===== src/rtl/mc_pkg.sv =====
// Shared encodings for the multicycle RV32I controller: FSM states,
// opcodes and datapath mux/ALU codes.
package mc_pkg;

   typedef enum logic [3:0] {
      S_FETCH    = 4'd0,
      S_DECODE   = 4'd1,
      S_MEMADR   = 4'd2,
      S_MEMREAD  = 4'd3,
      S_MEMWB    = 4'd4,
      S_MEMWRITE = 4'd5,
      S_EXECR    = 4'd6,
      S_EXECI    = 4'd7,
      S_ALUWB    = 4'd8,
      S_BEQ      = 4'd9,
      S_JAL      = 4'd10
   } state_t;

   localparam logic [6:0] OP_LW  = 7'b0000011;
   localparam logic [6:0] OP_SW  = 7'b0100011;
   localparam logic [6:0] OP_R   = 7'b0110011;
   localparam logic [6:0] OP_I   = 7'b0010011;
   localparam logic [6:0] OP_BEQ = 7'b1100011;
   localparam logic [6:0] OP_JAL = 7'b1101111;

   localparam logic [1:0] ALUOP_ADD   = 2'b00;
   localparam logic [1:0] ALUOP_SUB   = 2'b01;
   localparam logic [1:0] ALUOP_FUNCT = 2'b10;

   localparam logic [1:0] RES_ALUOUT    = 2'b00;
   localparam logic [1:0] RES_DATA      = 2'b01;
   localparam logic [1:0] RES_ALURESULT = 2'b10;

   localparam logic [1:0] SRCA_PC    = 2'b00;
   localparam logic [1:0] SRCA_OLDPC = 2'b01;
   localparam logic [1:0] SRCA_RD1   = 2'b10;

   localparam logic [1:0] SRCB_RD2  = 2'b00;
   localparam logic [1:0] SRCB_IMM  = 2'b01;
   localparam logic [1:0] SRCB_FOUR = 2'b10;

   localparam logic [1:0] IMM_I = 2'b00;
   localparam logic [1:0] IMM_S = 2'b01;
   localparam logic [1:0] IMM_B = 2'b10;
   localparam logic [1:0] IMM_J = 2'b11;

   localparam logic [2:0] ALUC_ADD = 3'b000;
   localparam logic [2:0] ALUC_SUB = 3'b001;
   localparam logic [2:0] ALUC_AND = 3'b010;
   localparam logic [2:0] ALUC_OR  = 3'b011;
   localparam logic [2:0] ALUC_SLT = 3'b101;

endpackage


===== src/rtl/mc_controller_aludec.sv =====
// ALU-control decoder: maps ALUOp plus funct fields to an ALU operation.
module aludec
   import mc_pkg::*;
#(
   parameter logic [2:0] DEFAULT_CTRL = 3'b000
) (
   input  logic       opb5,
   input  logic [2:0] funct3,
   input  logic       funct7b5,
   input  logic [1:0] ALUOp,
   output logic [2:0] ALUControl
);

   always_comb begin
      ALUControl = ALUC_ADD;
      case (ALUOp)
         ALUOP_ADD: ALUControl = ALUC_ADD;
         ALUOP_SUB: ALUControl = ALUC_SUB;
         ALUOP_FUNCT: begin
            case (funct3)
               // funct7b5 only means sub for R-type; addi reuses that bit as immediate
               3'b000:  ALUControl = (funct7b5 & opb5) ? ALUC_SUB : ALUC_ADD;
               3'b010:  ALUControl = ALUC_SLT;
               3'b110:  ALUControl = ALUC_OR;
               3'b111:  ALUControl = ALUC_AND;
               default: ALUControl = DEFAULT_CTRL;
            endcase
         end
         default: ALUControl = ALUC_ADD;
      endcase
   end

endmodule


===== src/rtl/mc_controller.sv =====
// Main sequencer for the multicycle RV32I core: Moore FSM on the opcode
// driving every datapath select and write enable.
module mc_controller
   import mc_pkg::*;
#(
   parameter int unsigned STATE_W = 4
) (
   input  logic       clk,
   input  logic       reset_n,
   input  logic [6:0] op,
   input  logic [2:0] funct3,
   input  logic       funct7b5,
   input  logic       Zero,
   output logic       PCWrite,
   output logic       AdrSrc,
   output logic       MemWrite,
   output logic       IRWrite,
   output logic [1:0] ResultSrc,
   output logic [1:0] ALUSrcA,
   output logic [1:0] ALUSrcB,
   output logic [1:0] ImmSrc,
   output logic       RegWrite,
   output logic [2:0] ALUControl,
   output logic       instr_done,
   output logic       illegal_op
);

   logic [STATE_W-1:0] state_q;
   state_t             state_d;
   state_t             state_cur;
   logic               pc_update, branch, mem_wr, ir_wr, reg_wr, done, illegal;
   logic [1:0]         alu_op;

   assign state_cur = state_t'(state_q);

   always_ff @(posedge clk or negedge reset_n) begin
      if (!reset_n) state_q <= S_FETCH;
      else          state_q <= state_d;
   end

   always_comb begin
      state_d   = S_FETCH;
      pc_update = 1'b0;
      branch    = 1'b0;
      mem_wr    = 1'b0;
      ir_wr     = 1'b0;
      reg_wr    = 1'b0;
      done      = 1'b0;
      illegal   = 1'b0;
      alu_op    = ALUOP_ADD;
      AdrSrc    = 1'b0;
      ResultSrc = RES_ALUOUT;
      ALUSrcA   = SRCA_PC;
      ALUSrcB   = SRCB_RD2;
      case (state_cur)
         S_FETCH: begin
            state_d   = S_DECODE;
            ir_wr     = 1'b1;
            pc_update = 1'b1;
            ALUSrcB   = SRCB_FOUR;
            ResultSrc = RES_ALURESULT;
         end
         S_DECODE: begin
            ALUSrcA = SRCA_OLDPC;
            ALUSrcB = SRCB_IMM;
            case (op)
               OP_LW, OP_SW: state_d = S_MEMADR;
               OP_R:         state_d = S_EXECR;
               OP_I:         state_d = S_EXECI;
               OP_BEQ:       state_d = S_BEQ;
               OP_JAL:       state_d = S_JAL;
               default: begin
                  state_d = S_FETCH;
                  illegal = 1'b1;
               end
            endcase
         end
         S_MEMADR: begin
            state_d = (op == OP_LW) ? S_MEMREAD : S_MEMWRITE;
            ALUSrcA = SRCA_RD1;
            ALUSrcB = SRCB_IMM;
         end
         S_MEMREAD: begin
            state_d = S_MEMWB;
            AdrSrc  = 1'b1;
         end
         S_MEMWB: begin
            ResultSrc = RES_DATA;
            reg_wr    = 1'b1;
            done      = 1'b1;
         end
         S_MEMWRITE: begin
            AdrSrc = 1'b1;
            mem_wr = 1'b1;
            done   = 1'b1;
         end
         S_EXECR: begin
            state_d = S_ALUWB;
            ALUSrcA = SRCA_RD1;
            ALUSrcB = SRCB_RD2;
            alu_op  = ALUOP_FUNCT;
         end
         S_EXECI: begin
            state_d = S_ALUWB;
            ALUSrcA = SRCA_RD1;
            ALUSrcB = SRCB_IMM;
            alu_op  = ALUOP_FUNCT;
         end
         S_ALUWB: begin
            reg_wr = 1'b1;
            done   = 1'b1;
         end
         S_BEQ: begin
            ALUSrcA = SRCA_RD1;
            ALUSrcB = SRCB_RD2;
            alu_op  = ALUOP_SUB;
            branch  = 1'b1;
            done    = 1'b1;
         end
         S_JAL: begin
            state_d   = S_ALUWB;
            ALUSrcA   = SRCA_OLDPC;
            ALUSrcB   = SRCB_FOUR;
            pc_update = 1'b1;
         end
         default: state_d = S_FETCH;
      endcase
   end

   always_comb begin
      case (op)
         OP_LW, OP_I: ImmSrc = IMM_I;
         OP_SW:       ImmSrc = IMM_S;
         OP_BEQ:      ImmSrc = IMM_B;
         OP_JAL:      ImmSrc = IMM_J;
         default:     ImmSrc = IMM_I;
      endcase
   end

   // Enables are gated by reset_n so they drop in the cycle reset is asserted
   assign PCWrite    = reset_n & (pc_update | (branch & Zero));
   assign IRWrite    = reset_n & ir_wr;
   assign MemWrite   = reset_n & mem_wr;
   assign RegWrite   = reset_n & reg_wr;
   assign instr_done = reset_n & done;
   assign illegal_op = reset_n & illegal;

   aludec #(
      .DEFAULT_CTRL(ALUC_ADD)
   ) u_aludec (
      .opb5      (op[5]),
      .funct3    (funct3),
      .funct7b5  (funct7b5),
      .ALUOp     (alu_op),
      .ALUControl(ALUControl)
   );

endmodule


===== config.mk =====
export PLATFORM = sky130hd
export DESIGN_NAME = mc_controller
export DESIGN_NICKNAME = d
export VERILOG_FILES = /design/src/rtl/mc_pkg.sv /design/src/rtl/mc_controller_aludec.sv /design/src/rtl/mc_controller.sv
export SDC_FILE = /design/constraint.sdc
export NUM_CORES = 1
export LEC_CHECK = 0
export CAP_MARGIN = 20
export CELL_PAD_IN_SITES_DETAIL_PLACEMENT = 1
export CELL_PAD_IN_SITES_GLOBAL_PLACEMENT = 2
export CORE_MARGIN = 2
export CORE_UTILIZATION = 21
export CTS_CLUSTER_SIZE = 20
export DETAILED_ROUTE_END_ITERATION = 6
export PLACE_DENSITY_LB_ADDON = 0.1
export SLEW_MARGIN = 5
export SYNTH_ARGS = -nofsm -noshare
export SYNTH_HDL_FRONTEND = slang
export SYNTH_SLANG_ARGS = --single-unit

===== constraint.sdc =====
create_clock -name clk -period 2.35 [get_ports clk]
set_input_delay 0.47 -clock clk [delete_from_list [all_inputs] [get_ports clk]]
set_output_delay 0.47 -clock clk [all_outputs]
set_load 0.005 [all_outputs]

# --- Word-level counts from Yosys, hierarchy flattened ---
# Index checks and enable logic that the tools add are counted.
op_classes:
  multipliers: 0
  order_cmp: 0
  bitwise_logic: 9
  reduce_logical: 13
  addsub: 0
  n_eq_ne: 21
  n_mux: 20
  n_div: 0
  shift: 0
op_table:
  columns: ["op", "count"]
  rows:
  - ["4-bit one-hot mux with 5 select lines", 2]
  - ["4-bit by 3-bit == test with 1-bit output, second input constant", 4]
  - ["2-bit one-hot mux with 2 select lines", 4]
  - ["7-bit by 6-bit == test with 1-bit output, second input constant", 2]
  - ["7-bit == test, second input constant", 2]
  - ["4-bit == test, second input constant", 3]
  - ["3-bit one-hot mux with 4 select lines", 1]
  - ["2-bit OR reduction", 6]
  - ["1-bit two-way mux", 10]
  - ["1-bit bitwise AND", 8]
  - ["4-bit by 2-bit == test with 1-bit output, second input constant", 2]
  - ["4-bit OR reduction", 2]
  - ["7-bit by 2-bit == test with 1-bit output, second input constant", 1]
  - ["7-bit by 5-bit == test with 1-bit output, second input constant", 1]
  - ["3-bit == test, second input constant", 2]
  - ["2-bit one-hot mux with 3 select lines", 1]
  - ["3-bit one-hot mux with 2 select lines", 1]
  - ["3-bit OR reduction", 2]
  - ["6-bit OR reduction", 1]
  - ["4-bit by 1-bit == test with 1-bit output, second input constant", 1]
  - ["4-bit zero test", 1]
  - ["3-bit by 2-bit == test with 1-bit output, second input constant", 1]
  - ["3-bit zero test", 1]
  - ["3-bit two-way mux", 1]
  - ["3 further kinds", 3]
word_totals:
  word_cells: 64
  mem_count: 0
  ff_bits: 4
  romBits: 0
  out_inout_bits: 18
  latchBits: 0
  ramBits: 0
  input_bits: 14

# --- Logic depth before layout (Yosys ltp) ---
# Gate-level depths: netlist of run 1.
depth:
  ltp_word: 5
  depth_mapped: 6
  mapped_depth_nobuf: 6

# --- Cells and area by module ---
# Synthesis of run 1 repeated with hierarchy kept, for this count alone.
hier_totals:
  hier_cells: 84
  area_unflattened_um2: 613.1
modules_own_cells:
  columns: ["module", "cells_per_inst", "seq_area_each_um2", "instances", "area_per_inst_um2"]
  rows:
  - ["mc_controller", 73, 100.1, 1, 516.7]
  - ["aludec", 11, 0.0, 1, 96.3]

# --- Worst setup path after synthesis of run 1 ---
# OpenSTA, ideal clock, no wires.
synth_path:
  path_type: "register to output"
  startpoint: "register state_q[2], in the netlist state_cur[2]"
  endpoint: "output ALUControl[1]"
  t_required_ps: 1880
  stages_incl_launch_ff: 6
  path_slack_ps: 497
  arrival_time_ps: 1383
  n_path_buf: 1
  cell_sequence: "dfrtp_1 > clkbuf_1 > and2_1 > inv_1 > ha_1 > nor3b_1"
synth_between:
  elab_chain_len: 5
  elab_cells_between_ends: 8
  cone_classes: "eq/ne: 5; mux: 2; reduce/logical: 1"
synth_rtl:
  columns: ["item", "line_no", "rtl"]
  rows:
  - ["from (decl)", "mc_controller.sv:28", "logic [STATE_W-1:0] state_q;"]
  - ["from (signal assigned)", "mc_controller.sv:38", "else state_q <= state_d;"]
  - ["4-bit by 3-bit == test with 1-bit output", "mc_controller.sv:55", "case (state_cur)"]
  - ["2-bit OR reduction (no line)", null, null]
  - ["2-bit one-hot mux with 2 select lines *", "mc_controller.sv:55", null]
  - ["2-bit == test / 2-bit by 1-bit == test with 1-bit output (equally long branches)", "mc_controller_aludec.sv:16", "case (ALUOp)"]
  - ["3-bit one-hot mux with 2 select lines *", "mc_controller_aludec.sv:16", null]
  - ["to (decl)", "mc_controller.sv:23", "output logic [2:0] ALUControl,"]
# Mark *: on every way between the ends. The rest lies on a longest branch, timed or not.

# --- Worst setup path in the final report of run 1 ---
layout_path:
  startpoint: "register state_q[1], in the netlist state_cur[1]"
  endpoint: "output PCWrite"
layout_between:
  elab_chain_len: 5
  elab_cells_between_ends: 9
  cone_classes: "eq/ne: 2; mux: 2; bitwise: 3; reduce/logical: 2"
layout_rtl:
  columns: ["item", "line_no", "rtl"]
  rows:
  - ["4-bit == test / 4-bit zero test (equally long branches)", "mc_controller.sv:55", null]
  - ["2-bit OR reduction (no line) / 1-bit two-way mux (equally long branches)", null, null]
  - ["1-bit two-way mux / 1-bit bitwise AND (equally long branches)", "mc_controller.sv:55, mc_controller.sv:141", null]
  - ["1-bit bitwise OR *", "mc_controller.sv:141", "assign PCWrite = reset_n & (pc_update | (branch & Zero));"]
  - ["1-bit bitwise AND *", "mc_controller.sv:141", null]
  - ["to (decl)", "mc_controller.sv:14", "output logic PCWrite,"]
# Marked as above.

==> results of run 1 <==
## path summary, 6_finish.rpt
kind	slack, ns	startpoint	endpoint
setup / recovery	0.04	state_cur[1]	PCWrite
hold / removal	0.26	reset_n	state_cur[2]
setup reg to reg	0.58	state_cur[1]	state_cur[1]
hold reg to reg	0.70	state_cur[0]	state_cur[0]
max in group asynchronous	1.96	reset_n	state_cur[3]
min in group clk	0.70	state_cur[0]	state_cur[0]
## stage by stage
step / utilization (%) / hold slack, ns
floorplan: - / 0.174
global route: 45.7 / 0.269
CTS: 44.6 / 0.635
finish: 45.7 / 0.259
detailed placement: 41.7 / 0.687
global placement: 41.7 / 0.691
## timing repair
item | 4_1_cts | 5_1_grt
endpoints found under the setup margin | 9 | 9
gates cloned | 0 | 0
resized for setup | 16 | 10
setup buffers | 3 | 0
pin swaps | 1 | 1
## worst reg2reg max path: stages (launching register included)
cell	delay (ns)
dfrtp_1	0.40
buf_4	0.15
or4b_4	0.55
buf_4	0.16
nor4_2	0.23
o221a_2	0.22
## power by group through the flow
stage	clock [mW]	combinational, mW	sequential, mW
final	0.0844	0.397	0.0884
after global routing	0.0930	0.431	0.0896
after CTS	0.0887	0.389	0.0885
after detailed placement	0	0.376	0.0892
after global placement	0	0.375	0.0896
after floorplan	0	0.149	0.0852
## layer usage
layer,up-vias,GRT usage [%],share of wire [%]
li1,382,-,-
met1,346,16.3,45
met2,15,23.9,50
met3,0,3.72,4.4
met4,0,2.04,0
met5,-,0,0
## cell usage in the layout (no fill, tap or decap), types with 2 or more instances in the layout
cell type / synthesis / final
nand4_1: 2 / 2
ha_1: 2 / 2
o21ai_0: 2 / 2
xnor2_1: 3 / 3
nand2b_1: 3 / 3
nor2b_1: 5 / 3
dfrtp_1: 4 / 3
buf_4: 0 / 22
dlygate4sd2_1: 0 / 9
dlymetal6s2s_1: 0 / 3
and2_1: 4 / 4
nor3_1: 2 / 2
clkbuf_4: 0 / 3
o221a_2: 2 / 2
nor4_2: 1 / 2
inv_1: 5 / 5
nor2_1: 5 / 5
nand2_1: 2 / 2
nor2b_2: 0 / 2
a21oi_1: 4 / 4
nor3b_1: 5 / 4
clkdlybuf4s50_1: 0 / 18
## area by class of cell
| class | count | area share (%) |
|---|---|---|
| flip-flops and latches | 4 | 8.79 |
| clock buffers | 3 | 1.95 |
| multi-input cells | 61 | 42.9 |
| inverters | 5 | 1.63 |
| well taps | 30 | 3.26 |
| repair buffers | 54 | 41.5 |
## logic make-up after synthesis
kind of cell             Yosys count  share of synthesized area (%)
XOR/XNOR                           3                           4.61
buffers and inverters              9                           6.14
adder cells (fa/ha/maj)            2                           4.39
flip-flops                         4                           17.5
AO/OA/AOI/OAI                     14                           18.4
AND/OR/NAND/NOR                   42                           48.9
==> results_dict.tcl, run 1 <==
set metrics [dict create \
    status "complete, no violations" \
    die_h_um 56.1 \
    fin_crit_ns 2.31 \
    cts_inserted_buffers 3 \
    cpPeakStageDelay_ns 0.49 \
    seqPwrFrac_pct 15.5 \
    ys_seq_area_share_pct 17.5 \
    antenna_found_initial 0 \
    ys_top_cells_by_count "5 x inv_1, 5 x nor2_1, 5 x nor2b_1, 5 x nor3b_1" \
    crit_family "buffers and inverters" \
    dieArea_um2 3150 \
    detail_route.iter0.violations 9 \
    crit_path_cell_trace "nor2b_2 -> buf_4 -> nor4_2 -> o21a_1 -> clkdlybuf4s50_1" \
    wl_um 1990 \
    path_max_fanout 4 \
    cts_sinks 4 \
    path_clk_slew_ns 0.04 \
    sw_frac_of_total_pct 33.5 \
    gp_congestion 0.791 \
    hp-class "input port to asynchronous set/reset pin" \
    synth_edf_count 0 \
    grt_pass1_vias 785 \
    vias_per_cell 4.73 \
    ys_seq_elements 4 \
    combPwrFrac_pct 69.7 \
    track_usage_pct 13.4 \
    setup_viol 0 \
    synthesis.nets 90 \
    initial_core_util_pct 22.6 \
    cp.required_ns 1.88 \
    fin_crit_sh_pct 98.1 \
    io_pins 32 \
    core-area_um2 2520 \
    synth_area_leaders "dfrtp_1 18%, nor3b_1 6.6%, nor2b_1 5.5%" \
    fin_area_um2 1150 \
    seq_area_um2 101 \
    drc 0 \
    crit_arrival_ns 1.84 \
    timing.setup.tns_ns 0 \
    pwr-share-clk_pct 14.8 \
    via_count 743 \
    grt_pass1_wl_um 3390 \
    powerDensity_nw_per_um2 494 \
    worstSkewPairLatency_ns 0.23 \
    n_antenna_cell 0 \
    synthCells 74 \
    fin_skew_ns 0.000732 \
    grt.overflow.total 0 \
    tightest_slew_ns 0.246 \
    rsz0062_at_grt "true" \
    fin_cells 157 \
    ys_async_sr_fraction_pct 100 \
    r2r_cells 5 \
    synth_flop_cell "dfrtp_1" \
    startpoint_type "register" \
    p_int_mw 0.379 \
    p_leak_nw 0.550 \
    worstSetupEndpointType "primary output" \
    area_delta_synth_final_pct 102 \
    hpwl_um 1690 \
    avgSynthCellArea_um2 7.71 \
    drv_cap 0 \
    finalWorstSetupSlack_ns 0.0448 \
    slew_violations 0 \
    cts_hold_buf 0 \
    rows 18 \
    place_inst 151 \
    yosysTopAreaCellShare_pct 17.5 \
    htree_levels 1 \
    yosys.area.top_type "dfrtp_1" \
    firstDrtPassIters 4 \
    fmax_mhz 434 \
    max_slew_margin_pct 83.3 \
    cpMaxStageDelayCell "clkdlybuf4s50_1" \
    cts_root_buf "clkbuf_4" \
    dpl_worst_slack_ns -0.329 \
    avgRoutedWirePerCell_um 12.7 \
    cts_buffer_depth 2 \
    largest_register_ffs 4 \
    ir_worst_vdd_v 0.000271 \
    fp.dieW_um 56.1 \
    grt_max_degree 10 \
    nNetsFinal 145 \
    cp_num_cells 5 \
    multi_input_area_um2 494 \
    final_antenna_net_count 0 \
    cts_tree "built" \
    p_total_mw 0.570 \
    placed_cell_area_um2 1050 \
    syn_area_um2 571 \
    hold_viol 0 \
    io_buffers 31 \
    drive_gt1_share_pct 31.5 \
    power.switching_mw 0.191 \
    critPathBufInv 2 \
    synthDistinctLibCells 34 \
    path_class "register to primary output" \
    yosys_warnings 0 \
    n_fill_cell 320 \
]
(Power assumes the default switching activity.)
==> run 2: changes to the inputs <==
- GPL_ROUTABILITY_DRIVEN: default -> 0
==> results of run 2 <==
No change in the layout: final DEF, timing and power equal those of run 1.
==> run 3: changes to the inputs <==
- CORE_MARGIN: 2 -> default
- clock period: 2.35 -> 3 ns (I/O delays scaled with it)
==> run 3 against run 2 <==
Compared with the run above:
- hold slack gained 0.46 ns
- sequential cell count stayed put
- non-clock buffer count shrank 16
- sequential share of layout area up 1.5 points
- final cell count down 10%
- sequential power grew 2%
- first-iteration DRC count shrank 11%
- combinational power decreased by 40%
- power shrank 30%
- clock skew is 0.0056 ns higher
- register-to-register slack gained 0.73 ns
- utilization shrank 6.6 points
- critical endpoint is now illegal_op
==> results_dict.tcl, run 3 (synthesis results as in run 1) <==
set metrics [dict create \
    cpMaxStageDelayCell "clkdlybuf4s50_1" \
    r2r_cells 3 \
    cts_root_buf "clkbuf_4" \
    holdPathStages 2 \
    cts_inserted_buffers 3 \
    crit_path_cell_trace "clkdlybuf4s50_1 -> and4b_1 -> and3_1 -> nor4b_2 -> clkdlybuf4s50_1" \
    path_clk_slew_ns 0.04 \
    cp.required_ns 2.40 \
    die_h_um 54.1 \
    vias_per_cell 5.06 \
    antenna_found_initial 0 \
    setup_viol 0 \
    path_max_fanout 2 \
    dpl_worst_slack_ns 0.0805 \
    hold_path_startpoint "state_cur[0]" \
    area_delta_synth_final_pct 72.6 \
    grt_pass1_wl_um 2810 \
    drv_cap 0 \
    final_antenna_net_count 0 \
    layout_commonest_cell "clkdlybuf4s50_1" \
    n_antenna_cell 0 \
    grt.overflow.total 0 \
    crit_start "op[4]" \
    finalWorstSetupSlack_ns 0.0628 \
    cts_buffer_depth 2 \
    rows 18 \
    initial_core_util_pct 22.6 \
    drive_gt1_share_pct 14.4 \
    worstSkewPairLatency_ns 0.24 \
    avgRoutedWirePerCell_um 13.0 \
    path_class "input port to primary output" \
    r2r-start "state_cur[2]" \
    utilization_pct 39.0 \
    hp-class "register to register" \
    wl_um 1840 \
    grt_pass1_vias 621 \
    fin_skew_ns 0.00633 \
    dieArea_um2 2930 \
    fin_crit_sh_pct 97.9 \
    startpoint_type "input port" \
    fp.dieW_um 54.1 \
    cpPeakStageDelay_ns 0.55 \
    worstSetupEndpointType "primary output" \
    p_leak_nw 0.394 \
    cpMostUsedCell "clkdlybuf4s50_1" \
    largest_register_ffs 4 \
    htree_levels 1 \
    tightest_slew_ns 0.463 \
    io_buffers 31 \
    detail_route.iter0.violations 8 \
    cts_tree "built" \
    fmax_mhz 340 \
    firstDrtPassIters 4 \
    io_pins 32 \
    final_cell_mix "31 x clkdlybuf4s50_1, 7 x buf_4" \
    p_total_mw 0.398 \
    via_count 714 \
    core-area_um2 2520 \
    cts_sinks 4 \
    slew_violations 0 \
    hpwl_um 1380 \
    n_fill_cell 314 \
    crit_arrival_ns 2.34 \
    nNetsFinal 129 \
    fin_crit_ns 2.94 \
    track_usage_pct 13.3 \
    grt_max_degree 15 \
    hold_ws_ns 0.717 \
    drc 0 \
    post-cts-setup-buffer-count 0 \
    max_slew_margin_pct 69.1 \
    status "complete, no violations" \
    ir_worst_vdd_v 0.000248 \
    powerDensity_nw_per_um2 404 \
    timing.setup.tns_ns 0 \
    hold_viol 0 \
]
==> run 3: cell count changes in the layout (fill, tap and decap cells not counted), moves of 2 or more <==
cell / previous run / this run
buf_4: 22 / 7
clkdlybuf4s50_1: 18 / 31
dlygate4sd2_1: 9 / 0
dlymetal6s2s_1: 3 / 0
nor2b_1: 3 / 5
nor2b_2: 2 / 0
nor4_1: 0 / 2
==> run 3: final cells by class <==
| cell class | count | area, um^2 | area share, % |
|---|---|---|---|
| clock buffer | 3 | 22.5 | 2.29 |
| inverter | 5 | 18.8 | 1.91 |
| multi-input combinational | 61 | 442 | 44.9 |
| sequential | 4 | 101 | 10.3 |
| tap | 30 | 37.5 | 3.81 |
| timing repair buffer | 38 | 363 | 36.8 |
==> run 3: what timing repair did <==
| item | in CTS | in global routing |
|---|---|---|
| setup endpoints to repair | 0 | 2 |
| endpoints found under the hold margin | 0 | 0 |
| hold buffers | 0 | 0 |
| gates resized for setup | 0 | 2 |
==> run 3: through the flow <==
| step | cell area (um^2) | std cells |
|---|---|---|
| final | 985 | 141 |
| after global routing | 985 | 141 |
| after CTS | 977 | 141 |
| after detailed placement | 955 | 138 |
| after global placement | 955 | 138 |
| after floorplan | 571 | 74 |
==> run 3: layer usage <==
layer / global-route usage (%) / routed length, um / vias up
met3: 4.24 / 83 / 2
met4: 3.85 / 4 / 0
met2: 20.3 / 872 / 17
met1: 17.7 / 881 / 343
li1: - / - / 352
met5: 0 / 0 / -
==> run 3: power breakdown <==
group / switching (mW) / internal, mW / total, mW
combinational: 0.0878 / 0.150 / 0.237
sequential: 0.0265 / 0.0635 / 0.0900
clock: 0.0253 / 0.0450 / 0.0703
==> run 3: worst paths after layout <==
check	endpoint	slack (ns)
setup / recovery	illegal_op	0.06
hold / removal	state_cur[0]	0.72
setup reg to reg	state_cur[1]	1.31
hold reg to reg	state_cur[0]	0.72
max in group asynchronous	state_cur[0]	2.08
min in group asynchronous	state_cur[3]	0.80
==> run 3: critical path: cells and delay by family <==
family,cells,cell delay [ns]
buffers and inverters,2,1.03
AND/OR/NAND/NOR,3,0.70
